**src/rtl/crtc_cfg_sequencer.sv**
```systemverilog
// CRTC preset loader and bus arbiter: writes a 50/60 Hz register preset as select/data pairs,
// then restores the CPU's register-select latch. Optional `CRTC_CFG_VSYNC_ALIGN_EN aligns the burst to VSYNC fall.
module crtc_cfg_sequencer #(
  parameter int NUM_REGS = 16,
  parameter int GAP      = 0
) (
  input  logic       CLOCK,
  input  logic       nRESET,
  input  logic       start,
  input  logic       preset_sel,
  output logic       busy,
  output logic       done,
  input  logic       cpu_req,
  input  logic       cpu_rnw,
  input  logic       cpu_rs,
  input  logic [7:0] cpu_di,
  output logic       cpu_ack,
  input  logic       vsync,
  output logic       crtc_en,
  output logic       crtc_ncs,
  output logic       crtc_rnw,
  output logic       crtc_rs,
  output logic [7:0] crtc_di
);

`ifdef CRTC_CFG_VSYNC_ALIGN_EN
  typedef enum logic [2:0] {
    S_IDLE, S_SEL, S_DAT, S_GAPWAIT, S_RST, S_FIN, S_WAIT_V
  } state_t;
`else
  typedef enum logic [2:0] {
    S_IDLE, S_SEL, S_DAT, S_GAPWAIT, S_RST, S_FIN
  } state_t;
`endif

  localparam logic [3:0] LAST_IDX = 4'(NUM_REGS - 1);
  localparam logic [3:0] GAP_W    = 4'(GAP);
  localparam logic [3:0] GAP_LAST = 4'(GAP - 1);
  localparam bit         GAP_ZERO = (GAP_W == 4'd0);

  state_t     r_state;
  state_t     w_state_nxt;
  state_t     r_gap_next;
  state_t     w_gap_tgt;
  logic [3:0] r_idx;
  logic [3:0] r_gap_cnt;
  logic [4:0] r_shadow;
  logic       r_pending;
  logic       r_preset;
  logic       w_launch;
  logic       w_shadow_we;
  logic       w_idx_inc;
  logic       w_gap_load;
  logic       w_start_ok;

`ifdef CRTC_CFG_VSYNC_ALIGN_EN
  logic       r_vsync;
`else
  logic       w_unused_vsync;
  assign w_unused_vsync = vsync;
`endif

  function automatic logic [7:0] preset_val(input logic sel, input logic [3:0] idx);
    case (idx)
      4'd0:    return 8'd63;
      4'd1:    return 8'd40;
      4'd2:    return 8'd46;
      4'd3:    return 8'h8E;
      4'd4:    return sel ? 8'd31 : 8'd38;
      4'd6:    return 8'd25;
      4'd7:    return sel ? 8'd28 : 8'd30;
      4'd9:    return 8'd7;
      4'd12:   return 8'h30;
      default: return 8'd0;
    endcase
  endfunction

  // After a sequencer strobe either go straight on or park in the gap counter.
  function automatic state_t step_to(input state_t tgt);
    return GAP_ZERO ? tgt : S_GAPWAIT;
  endfunction

  // State register.
  always_ff @(posedge CLOCK) begin
    if (!nRESET) r_state <= S_IDLE;
    else         r_state <= w_state_nxt;
  end

  // Next state, bus mux and status outputs.
  always_comb begin
    w_state_nxt = r_state;
    w_gap_tgt   = S_IDLE;
    w_launch    = 1'b0;
    w_shadow_we = 1'b0;
    w_idx_inc   = 1'b0;
    w_gap_load  = 1'b0;
    busy        = 1'b0;
    done        = 1'b0;
    cpu_ack     = 1'b0;
    crtc_en     = 1'b0;
    crtc_ncs    = 1'b1;
    crtc_rnw    = 1'b1;
    crtc_rs     = 1'b0;
    crtc_di     = 8'h00;
    case (r_state)
      S_IDLE: begin
        if (cpu_req) begin
          cpu_ack     = 1'b1;
          crtc_en     = 1'b1;
          crtc_ncs    = 1'b0;
          crtc_rnw    = cpu_rnw;
          crtc_rs     = cpu_rs;
          crtc_di     = cpu_di;
          w_shadow_we = !cpu_rnw && !cpu_rs;
        end else if (r_pending || start) begin
          w_launch = 1'b1;
`ifdef CRTC_CFG_VSYNC_ALIGN_EN
          w_state_nxt = S_WAIT_V;
`else
          w_state_nxt = S_SEL;
`endif
        end else begin
          w_state_nxt = S_IDLE;
        end
      end
`ifdef CRTC_CFG_VSYNC_ALIGN_EN
      S_WAIT_V: begin
        busy = 1'b1;
        if (r_vsync && !vsync) w_state_nxt = S_SEL;
        else                   w_state_nxt = S_WAIT_V;
      end
`endif
      S_SEL: begin
        busy        = 1'b1;
        crtc_en     = 1'b1;
        crtc_ncs    = 1'b0;
        crtc_rnw    = 1'b0;
        crtc_di     = {4'h0, r_idx};
        w_gap_tgt   = S_DAT;
        w_gap_load  = !GAP_ZERO;
        w_state_nxt = step_to(S_DAT);
      end
      S_DAT: begin
        busy       = 1'b1;
        crtc_en    = 1'b1;
        crtc_ncs   = 1'b0;
        crtc_rnw   = 1'b0;
        crtc_rs    = 1'b1;
        crtc_di    = preset_val(r_preset, r_idx);
        w_gap_load = !GAP_ZERO;
        if (r_idx == LAST_IDX) begin
          w_gap_tgt = S_RST;
        end else begin
          w_gap_tgt = S_SEL;
          w_idx_inc = 1'b1;
        end
        w_state_nxt = step_to(w_gap_tgt);
      end
      S_GAPWAIT: begin
        busy = 1'b1;
        if (r_gap_cnt == GAP_LAST) w_state_nxt = r_gap_next;
        else                       w_state_nxt = S_GAPWAIT;
      end
      S_RST: begin
        busy        = 1'b1;
        crtc_en     = 1'b1;
        crtc_ncs    = 1'b0;
        crtc_rnw    = 1'b0;
        crtc_di     = {3'b000, r_shadow};
        w_gap_tgt   = S_FIN;
        w_gap_load  = !GAP_ZERO;
        w_state_nxt = step_to(S_FIN);
      end
      S_FIN: begin
        done        = 1'b1;
        w_state_nxt = S_IDLE;
      end
      default: begin
        w_state_nxt = S_IDLE;
      end
    endcase
  end

`ifdef CRTC_CFG_VSYNC_ALIGN_EN
  assign w_start_ok = (r_state == S_IDLE) || (r_state == S_WAIT_V);
`else
  assign w_start_ok = (r_state == S_IDLE);
`endif

  // Sequencer datapath: shadowed address, pending request, preset choice, index and gap counter.
  always_ff @(posedge CLOCK) begin
    if (!nRESET) begin
      r_shadow   <= 5'd0;
      r_pending  <= 1'b0;
      r_preset   <= 1'b0;
      r_idx      <= 4'd0;
      r_gap_cnt  <= 4'd0;
      r_gap_next <= S_IDLE;
`ifdef CRTC_CFG_VSYNC_ALIGN_EN
      r_vsync    <= 1'b0;
`endif
    end else begin
      if (w_shadow_we) r_shadow <= cpu_di[4:0];
      if (start && w_start_ok) r_preset <= preset_sel;
      // A start that loses to a CPU access is remembered for the next idle cycle.
      if (w_launch)                                  r_pending <= 1'b0;
      else if (start && cpu_req && r_state == S_IDLE) r_pending <= 1'b1;
      if (r_state == S_FIN) r_idx <= 4'd0;
      else if (w_idx_inc)   r_idx <= r_idx + 4'd1;
      if (w_gap_load) begin
        r_gap_cnt  <= 4'd0;
        r_gap_next <= w_gap_tgt;
      end else if (r_state == S_GAPWAIT) begin
        r_gap_cnt <= r_gap_cnt + 4'd1;
      end
`ifdef CRTC_CFG_VSYNC_ALIGN_EN
      r_vsync <= vsync;
`endif
    end
  end

endmodule
```
**config.mk**
```make
export PLATFORM = sky130hd
export DESIGN_NAME = crtc_cfg_sequencer
export DESIGN_NICKNAME = d
export VERILOG_FILES = /design/src/rtl/crtc_cfg_sequencer.sv
export SDC_FILE = /design/constraint.sdc
export NUM_CORES = 1
export LEC_CHECK = 0
export ABC_AREA = 1
export BUFFER_PORTS_ARGS = -buffer_cell sky130_fd_sc_hd__buf_2
export CAP_MARGIN = 20
export CORE_MARGIN = 1
export CORE_UTILIZATION = 50
export CTS_BUF_LIST = sky130_fd_sc_hd__clkbuf_8
export CTS_CLUSTER_SIZE = 24
export DETAILED_ROUTE_END_ITERATION = 10
export PLACE_DENSITY_LB_ADDON = 0.3
export REMOVE_ABC_BUFFERS = 1
export SLEW_MARGIN = 10
export SYNTH_ARGS = -nofsm -noshare
export SYNTH_HDL_FRONTEND = slang
export SYNTH_SLANG_ARGS = --single-unit
```
**constraint.sdc**
```tcl
create_clock -name CLOCK -period 1.5 [get_ports CLOCK]
set_input_delay 0.225 -clock CLOCK [delete_from_list [all_inputs] [get_ports CLOCK]]
set_output_delay 0.225 -clock CLOCK [all_outputs]
set_load 0.01 [all_outputs]
```
==> flow_summary_export.csv <==
group,metric,value,unit
clock_tree,clk_pin_slew,80,ps
power,pwr-share-seq,38.9,%
synthesis,synth_warnings,0,
hold_path,holdPathStages,3,
power,swShare,31.2,%
sta,finalCritPeriodShare,113,%
synthesis,synth.distinct_cells,22,
setup_path,path_max_fanout,4,
sta,grt_setup_unrepaired,"yes",
place,place_congestion,0.870,
floorplan,die_h,52.9,um
floorplan,start_util,52.8,%
synthesis,yosys_register_bits,18,
run,max-cap-violations,0,
floorplan,ioPinCount,31,
final_layout,n_antenna_cell,0,
final_layout,drive_above_1_share,39.9,%
setup_path,r2r_cells,7,
drt,drt_wl_total,3.84,mm
clock_tree,clk_path_buf_depth,2,
clock_tree,root_buffer,"clkbuf_8",
synthesis,syn_area,0.00130,sq mm
sta,maxSlewViolCount,0,
global_routing,grt_pass1_wl,5.02,mm
setup_path,timing.rr.end,"r_idx[1]",
status,outcome,"finished, violations left",
global_routing,grt_pass1_vias,1238,
drt,dr.pass1.iters,4,
clock_tree,htree_num_levels,1,
setup_path,cpPeakStageDelay,390,ps
floorplan,core_area,0.00245,sq mm
floorplan,dieArea,0.00280,sq mm
power,intPower,0.000899,W
clock_tree,numCtsBuffers,3,
setup_path,crit_required,1270,ps
setup_path,critPathLaunchType,"register",
power,p_clk_share,31.5,%
drt,drcViolationCount,0,
hold_path,hold_end,"r_shadow[1]",
sta,hold-worst-slack,230,ps
sta,setup_viol,11,
sta,max_freq,0.589,GHz
power,ir_drop,0.747,mV
setup_path,r2r-start,"r_idx[1]",
setup_path,crit_family,"flip-flops",
status,violations,"negative setup slack",
global_routing,grt_overflow,0,
final_layout,nFillCells,173,
clock_tree,cts.sinks,18,
sta,final-hold-violation-count,0,
power,pwr_density_cell,679,mW/mm^2
power,leakagePower,0.919,nW
synthesis,syn_area_per_cell,5.95,sq um
synthesis,synth_edf_count,0,
synthesis,yosysMostFrequentCell,"nand2_1",
setup_path,critPathMostFrequentCell,"nand2_1",
power,switching_power,0.000409,W
setup_path,crit_slowest_cell,"dfxtp_4",
sta,setup_ws,-197,ps
setup_path,rrSetupSlack,130,ps
global_routing,grt_max_degree,13,
synthesis,synthTopCellsByArea,"dfxtp_1 28%, nand2_1 18%, nor2_1 11%",
drt,ant_nets,0,
drt,post_drt_wl_per_cell,12.8,um
setup_path,arrival,1470,ps
hold_path,holdCritPathClass,"primary input to register",
clock_tree,clock_latency,260,ps
sta,finalClockSkew,8.66,ps
floorplan,fp.dieW,52.9,um
global_routing,grt_antenna_before_repair,0,
synthesis,synth.cells.most_frequent,"63 x nand2_1, 38 x nor2_1, 24 x inv_1, 20 x nand3_1, 18 x dfxtp_1",
place,dpl_cell_area,0.00154,sq mm
global_routing,grt_usage,24.1,%
final_layout,nets,293,
sta,worst_pin_slew,262,ps
place,hpwl,2.40,mm
synthesis,yosysSeqAreaShare,27.8,%
power,pwr-share-comb,29.6,%
drt,drt_first_iter_violations,65,
clock_tree,postCtsHoldBufs,0,
floorplan,rows,18,
clock_tree,cts_tree,"done",
synthesis,synth_top_area_cell,"dfxtp_1",
drt,vias_per_cell,5.28,
setup_path,end_kind,"primary output",
setup_path,crit_type,"register to primary output",
setup_path,path_buf_inv,3,
place,io_buffer_count,29,
synthesis,synth_top_area_share,27.8,%
sta,fin_crit,1700,ps
final_layout,final_area,0.00193,sq mm
synthesis,async_reset_ff_share,0,%
synthesis,synthCells,218,
synthesis,synth_flop_cell,"dfxtp_1",
sta,slew_headroom,82.5,%
drt,vias,1590,
final_layout,areaGrowthSynthToFinish,48.6,%
hold_path,hp-start,"cpu_di[1]",
setup_path,crit_chain,"inv_4 > ha_4 > inv_2 > nand2_1 > nand2_1 > nand2_2 > o21ai_1 > nand3_1 > buf_2",
-- final cells by class --
| class | count | area (sq um) | share of cell area [%] |
|---|---|---|---|
| Sequential cell | 18 | 382 | 19.8 |
| Tap cell | 30 | 37.5 | 1.95 |
| Timing Repair Buffer | 54 | 367 | 19.0 |
| Inverter | 27 | 125 | 6.50 |
| Clock buffer | 4 | 55.1 | 2.86 |
| Multi-Input combinational cell | 168 | 960 | 49.8 |
-- power groups by stage --
stage          Clock, W  Sequential [W]  Combinational [W]
4_1_cts        0.000409        0.000510           0.000295
2_1_floorplan         0        0.000522           0.000167
6_report       0.000411        0.000509           0.000388
3_5_place_dp          0        0.000522           0.000276
5_1_grt        0.000433        0.000510           0.000422
3_3_place_gp          0        0.000521           0.000274
-- sequential cells by signal (all words and copies together), names as in the netlist --
name and count:
r_pending 1, r_preset 1, r_shadow 5, r_state 3
r_idx 4, r_gap_cnt 4
-- worst register-to-register path: stages, from the launching register on --
cell and delay (ps):
dfxtp_4 380, ha_4 190, buf_4 130, nand3_1 170, inv_1 60, nor2_1 170
nand2_1 80, a21oi_1 120
-- per-layer routing --
metal	vias up	GRT usage [%]	part of all wire (%)
met4	0	3.51	2.5
met2	50	44.3	52
li1	799	-	-
met5	-	0	0
met1	727	28.2	41
met3	14	6.32	4.7
-- cell families after synthesis --
group	count (synthesis)	synth area share [%]
flip-flops	18	27.8
adder cells (fa/ha/maj)	5	4.83
buffers and inverters	32	10.2
AND/OR/NAND/NOR	135	45.7
AO/OA/AOI/OAI	28	11.5
-- worst max path at each step --
stage / slack (ps) / cells after the start / start / endpoint
after floorplan: 100 / 6 / r_idx[0] / crtc_di[1]
after global placement: -40 / 7 / r_idx[0] / crtc_di[4]
after detailed placement: -80 / 7 / r_idx[0] / crtc_di[0]
after CTS: -180 / 11 / r_idx[0] / crtc_di[3]
after global routing: -290 / 8 / r_state[0] / crtc_di[0]
final: -200 / 9 / r_idx[0] / crtc_di[1]
-- timing repair --
item                                   in CTS  in global routing
pin swaps                                   6                 13
setup endpoints to repair                  12                 13
resized for setup                          32                 42
endpoints found under the hold margin       0                  0
setup buffers                               3                 11
-- stage by stage --
stage          setup slack (ps)  cells  power, W  TNS [ps]  utilization (%)
6_report                   -197    301   0.00131     -1200             78.4
5_1_grt                    -289    301   0.00136     -2140             78.4
4_1_cts                    -180    291   0.00121     -1160             69.7
3_5_place_dp              -81.3    284  0.000798      -279             62.7
3_3_place_gp              -41.0    284  0.000795      -120             62.7
2_1_floorplan              98.9    213  0.000689         0                -
-- layout by cell type, fill, tap and decap left out, types with 7 or more instances in the layout --
master,count
dfxtp_1,11
nand2_4,7
a21oi_1,8
buf_4,20
nand2_1,54
buf_2,28
nand3_1,16
o21ai_0,10
nor2_1,33
inv_1,17
No activity file was read; power rests on OpenSTA's default activity.
